## src/rtl/button_pkg.sv

```systemverilog
// Shared types and default timing constants for the pushbutton controller.
// Defaults assume a 100 MHz system clock.
package button_pkg;

  localparam int CLK_FREQ                = 100_000_000;
  localparam int DEFAULT_DEBOUNCE_CYCLES = CLK_FREQ / 50;
  localparam int DEFAULT_LONG_CYCLES     = CLK_FREQ;

  typedef enum logic [2:0] {
    RELEASED,
    PRESS_DEB,
    PRESSED,
    LONG,
    RELEASE_DEB
  } btn_state_t;

endpackage

```

## src/rtl/sync_2ff.sv

```systemverilog
// Two-flop synchroniser for a single asynchronous input.
// The reset value is chosen by the instantiating block.
module sync_2ff #(
  parameter bit RESET_VALUE = 1'b0
) (
  input  logic clk,
  input  logic reset_n,
  input  logic d,
  output logic q
);

  logic meta;

  always_ff @(posedge clk or negedge reset_n) begin
    if (!reset_n) begin
      meta <= RESET_VALUE;
      q    <= RESET_VALUE;
    end else begin
      meta <= d;
      q    <= meta;
    end
  end

endmodule

```

## src/rtl/button_press_ctrl.sv

```systemverilog
// Debounces one pushbutton and classifies each press as short or long.
// A short press toggles control; a long press forces it low.
module button_press_ctrl
  import button_pkg::*;
#(
  parameter int DEBOUNCE_CYCLES = DEFAULT_DEBOUNCE_CYCLES,
  parameter int LONG_CYCLES     = DEFAULT_LONG_CYCLES,
  parameter bit BTN_ACTIVE_LOW  = 1'b0
) (
  input  logic clk,
  input  logic reset_n,
  input  logic btn_in,
  output logic btn_level,
  output logic short_press,
  output logic long_press,
  output logic control
);

  localparam int DEB_W  = $clog2(DEBOUNCE_CYCLES);
  localparam int HOLD_W = $clog2(LONG_CYCLES);
  localparam logic [DEB_W-1:0]  DEB_LAST  = DEB_W'(DEBOUNCE_CYCLES - 1);
  localparam logic [HOLD_W-1:0] HOLD_LAST = HOLD_W'(LONG_CYCLES - 1);

  btn_state_t        state, state_next;
  logic [DEB_W-1:0]  deb_cnt, deb_cnt_next;
  logic [HOLD_W-1:0] hold_cnt, hold_cnt_next;
  logic              was_long, was_long_next;
  logic              btn_level_next, short_next, long_next, control_next;
  logic              btn_raw;
  logic              s;

  assign btn_raw = btn_in ^ BTN_ACTIVE_LOW;

  sync_2ff #(
    .RESET_VALUE(1'b0)
  ) u_sync (
    .clk    (clk),
    .reset_n(reset_n),
    .d      (btn_raw),
    .q      (s)
  );

  always_ff @(posedge clk or negedge reset_n) begin
    if (!reset_n) begin
      state       <= RELEASED;
      deb_cnt     <= '0;
      hold_cnt    <= '0;
      was_long    <= 1'b0;
      btn_level   <= 1'b0;
      short_press <= 1'b0;
      long_press  <= 1'b0;
      control     <= 1'b0;
    end else begin
      state       <= state_next;
      deb_cnt     <= deb_cnt_next;
      hold_cnt    <= hold_cnt_next;
      was_long    <= was_long_next;
      btn_level   <= btn_level_next;
      short_press <= short_next;
      long_press  <= long_next;
      control     <= control_next;
    end
  end

  // hold_cnt is left untouched in RELEASE_DEB so release bounce never restarts the hold.
  always_comb begin
    state_next    = state;
    deb_cnt_next  = deb_cnt;
    hold_cnt_next = hold_cnt;
    was_long_next = was_long;
    case (state)
      RELEASED: begin
        if (s) begin
          deb_cnt_next = '0;
          state_next   = PRESS_DEB;
        end
      end
      PRESS_DEB: begin
        if (!s) begin
          state_next = RELEASED;
        end else if (deb_cnt == DEB_LAST) begin
          state_next    = PRESSED;
          hold_cnt_next = '0;
        end else begin
          deb_cnt_next = deb_cnt + 1'b1;
        end
      end
      PRESSED: begin
        if (!s) begin
          deb_cnt_next  = '0;
          was_long_next = 1'b0;
          state_next    = RELEASE_DEB;
        end else if (hold_cnt == HOLD_LAST) begin
          state_next = LONG;
        end else begin
          hold_cnt_next = hold_cnt + 1'b1;
        end
      end
      LONG: begin
        if (!s) begin
          deb_cnt_next  = '0;
          was_long_next = 1'b1;
          state_next    = RELEASE_DEB;
        end
      end
      RELEASE_DEB: begin
        if (s) begin
          state_next = was_long ? LONG : PRESSED;
        end else if (deb_cnt == DEB_LAST) begin
          state_next = RELEASED;
        end else begin
          deb_cnt_next = deb_cnt + 1'b1;
        end
      end
      default: state_next = RELEASED;
    endcase
  end

  // Release (s=0) is tested first in PRESSED, so it beats hold expiry on the same cycle.
  always_comb begin
    btn_level_next = btn_level;
    control_next   = control;
    short_next     = 1'b0;
    long_next      = 1'b0;
    case (state)
      PRESS_DEB: begin
        if (s && deb_cnt == DEB_LAST) btn_level_next = 1'b1;
      end
      PRESSED: begin
        if (s && hold_cnt == HOLD_LAST) begin
          long_next    = 1'b1;
          control_next = 1'b0;
        end
      end
      RELEASE_DEB: begin
        if (!s && deb_cnt == DEB_LAST) begin
          btn_level_next = 1'b0;
          if (!was_long) begin
            short_next   = 1'b1;
            control_next = ~control;
          end
        end
      end
      default: ;
    endcase
  end

endmodule

```

## config.mk

```make
export PLATFORM = sky130hd
export DESIGN_NAME = button_press_ctrl
export DESIGN_NICKNAME = d
export VERILOG_FILES = /design/src/rtl/button_pkg.sv /design/src/rtl/sync_2ff.sv /design/src/rtl/button_press_ctrl.sv
export SDC_FILE = /design/constraint.sdc
export NUM_CORES = 1
export LEC_CHECK = 0
export BUFFER_PORTS_ARGS = -buffer_cell sky130_fd_sc_hd__buf_2
export CORE_MARGIN = 4
export CORE_UTILIZATION = 62
export DETAILED_ROUTE_END_ITERATION = 6
export HOLD_SLACK_MARGIN = 0.02
export PLACE_DENSITY = 0.82
export SYNTH_ARGS = -nofsm -noshare
export SYNTH_HDL_FRONTEND = slang
export SYNTH_SLANG_ARGS = --single-unit
```

## constraint.sdc

```tcl
create_clock -name clk -period 2.34 [get_ports clk]
set_clock_uncertainty 0.1 [all_clocks]
set_input_delay 0.468 -clock clk [delete_from_list [all_inputs] [get_ports clk]]
set_output_delay 0.468 -clock clk [all_outputs]
set_load 0.05 [all_outputs]
```

==> out/metrics.cfg <==
[clock_network]
cts.sinks=58
tritoncts=yes
postCtsHoldBufs=0
cts.clk_slew.worst_paths_ns=0.07
cts-root-buf=clkbuf_8
cts_post_setup_buffers_inserted=0
cts_buffer_depth=2
cts_made_buffers=9
cts_resized=0
h-tree-depth=3
clock_latency_ns=0.33

[yosys]
synth.top_cell.area_share_pct=44.6
synthTopCellsByArea=dfrtp_1 45%, nand2_1 4.5%, nand3_1 3.4%, or3_1 3.3%, a21oi_1 3.2%
synthCells=350
yosysMostFrequentCell=dfrtp_1
ys_seq_area_share_pct=44.6
syn_area_per_cell_sq_um=9.30
synth_top_area_cell=dfrtp_1
synthArstFlopShare_pct=100
ys.flop_type=dfrtp_1
synth.distinct_cells=56
synth_area_sq_um=3250
synth_common_cells=58 x dfrtp_1, 39 x nand2_1, 27 x nor2_1, 22 x nand3_1, 21 x a21oi_1
synth_enable_flop_cells=0
syn_nets=355
yosys_warnings=0
ys_ff_latch=58

[critical_path]
r2r_slack_ns=0.07
crit_chain=or4_4 > nor4_4 > and3_1 > o22a_1 > o21ai_1
crit_path_max_incr_delay_ns=0.56
cp-end-kind=register
cp-start-kind=register
required_ns=2.45
arrival_ns=2.38
crit_fanout=9
slowest_stage=or4_4
criticalPathCategory=reg -> reg

[drt]
drtIter0Drc=176
wire_per_inst_microns=16.2
antenna_left=0
routed_wl_mm=7.15
dr.pass1.iters=4
viasPerCell=6.37
vias=2807
drc_errors=0

[floorplan]
core_area_sq_um=5110
rows=26
die_h_microns=80.5
die_area_sq_um=6470
ioPinCount=7
start_util_pct=63.7
floorplan.die.width_microns=80.5

[timing]
period_needed_ns=2.27
rsz0062_at_grt=false
hold_viol=0
relSlewSlack_pct=53.2
clock.fmax_mhz=440
fin_crit_sh_pct=97.0
slew_viol_final=0
worst_pin_slew_ns=0.701
setup-tns-final_ns=0
setup_viol=0

[grt]
grt_max_degree=33
grt_pass1_vias=2662
antenna_found_initial=0
grt_use_total_pct=24.9
overflow=0
grt_pass1_wl_mm=12.4

[place]
gp_congestion=0.908
placed_area_sq_um=3400
portBuffers=6
hpwl_mm=4.77

[layout]
fin_util_pct=71.2
nets=372
final.fill_count=392
antennaDiodeCount=0
syn2layout_area_growth_pct=11.8
fin_area_sq_um=3640
drive_gt1_share_pct=13.7

[min_path]
hold_class=in -> async

[power]
p_per_area_nw_per_um2=654
p_leak_nw=1.52
max-vdd-ir-drop_uv=460

[run_status]
outcome=completed

[job]
max_cap_violations=0

## kinds of logic after synthesis
| kind of cell | synth area share [%] |
|---|---|
| adders and majority gates | 0.769 |
| and+or+nand+nor | 31.5 |
| muxes | 0.961 |
| AOI/OAI and AO/OA | 14.2 |
| buffers and inverters | 3.38 |
| xor gates and xnor gates | 4.58 |
| DFF | 44.6 |
## per-layer routing
metal | part of all wire [%] | GRT usage [%] | wire length (microns) | vias to the layer above
li1 | - | - | - | 1345
met1 | 45 | 32.0 | 3220 | 1388
met2 | 48 | 38.7 | 3450 | 60
met3 | 4.4 | 8.07 | 315 | 14
met4 | 2.3 | 10.3 | 161 | 0
met5 | 0 | 0 | 0 | -
## layout by cell type (no fill, tap or decap), drive strengths merged, types with 3 or more instances in the layout
cell,n
o211ai,6
clkbuf,14
nand4,14
or2,3
xnor2,8
dfrtp,58
nand3,22
nor4,9
inv,5
or4,6
nor2,28
nor3b,3
nand2,39
a31oi,4
nor4b,4
and2,6
or3,17
o31ai,8
and3,11
buf,20
and4,6
o311ai,3
a21oi,21
nor3,4
xor2,9
o21ai,20
## report_power, final
group / switching (W) / total (W) / internal, W
Sequential: 0.0000541 / 0.00109 / 0.00104
Combinational: 0.000165 / 0.000264 / 0.0000993
Clock: 0.000389 / 0.00102 / 0.000632
## registers in the layout (all words and copies together) (netlist names)
name         cells
hold_cnt        27
deb_cnt         21
state            3
btn_level        1
control          1
long_press       1
short_press      1
u_sync.meta      1
u_sync.q         1
was_long         1
## metrics by stage
step                power (W)  hold slack (ns)  setup slack (ns)  std cells
finish                0.00238           0.0806            0.0698        441
global route          0.00249            0.118          0.000303        441
CTS                   0.00238           0.0977            0.0878        441
detailed placement    0.00136            0.248             0.123        426
global placement      0.00136            0.245             0.191        426
floorplan             0.00129           0.0724             0.371        350
## final timing paths
kind | from | end | cells after the start
max in group asynchronous | reset_n | deb_cnt[7]$_DFFE_PN0P_ | 2
worst min register to register | u_sync.meta$_DFF_PN0_ | u_sync.q$_DFF_PN0_ | 0
min in group clk | btn_in | u_sync.meta$_DFF_PN0_ | 1
worst min-delay path | reset_n | hold_cnt[4]$_DFFE_PN0P_ | 1
worst max-delay path | deb_cnt[16]$_DFFE_PN0P_ | state[0]$_DFFE_PN0P_ | 5
worst max register to register | deb_cnt[16]$_DFFE_PN0P_ | state[0]$_DFFE_PN0P_ | 5
## critical path: cells and delay by family (launching register included)
kind	cells	cell delay [ns]
compound gates	2	0.24
flops	1	0.43
simple gates	3	1.39
## area by class of cell
type | count | area (sq um) | share of cell area (%)
clock inverter | 1 | 30.0 | 0.825
tap | 70 | 87.6 | 2.41
inverter | 5 | 18.8 | 0.516
clock buffer | 14 | 193 | 5.30
sequential | 58 | 1450 | 40.0
multi-input combinational | 273 | 1710 | 46.9
timing repair buffer | 20 | 148 | 4.06
Power figures use the tool's default switching activity.
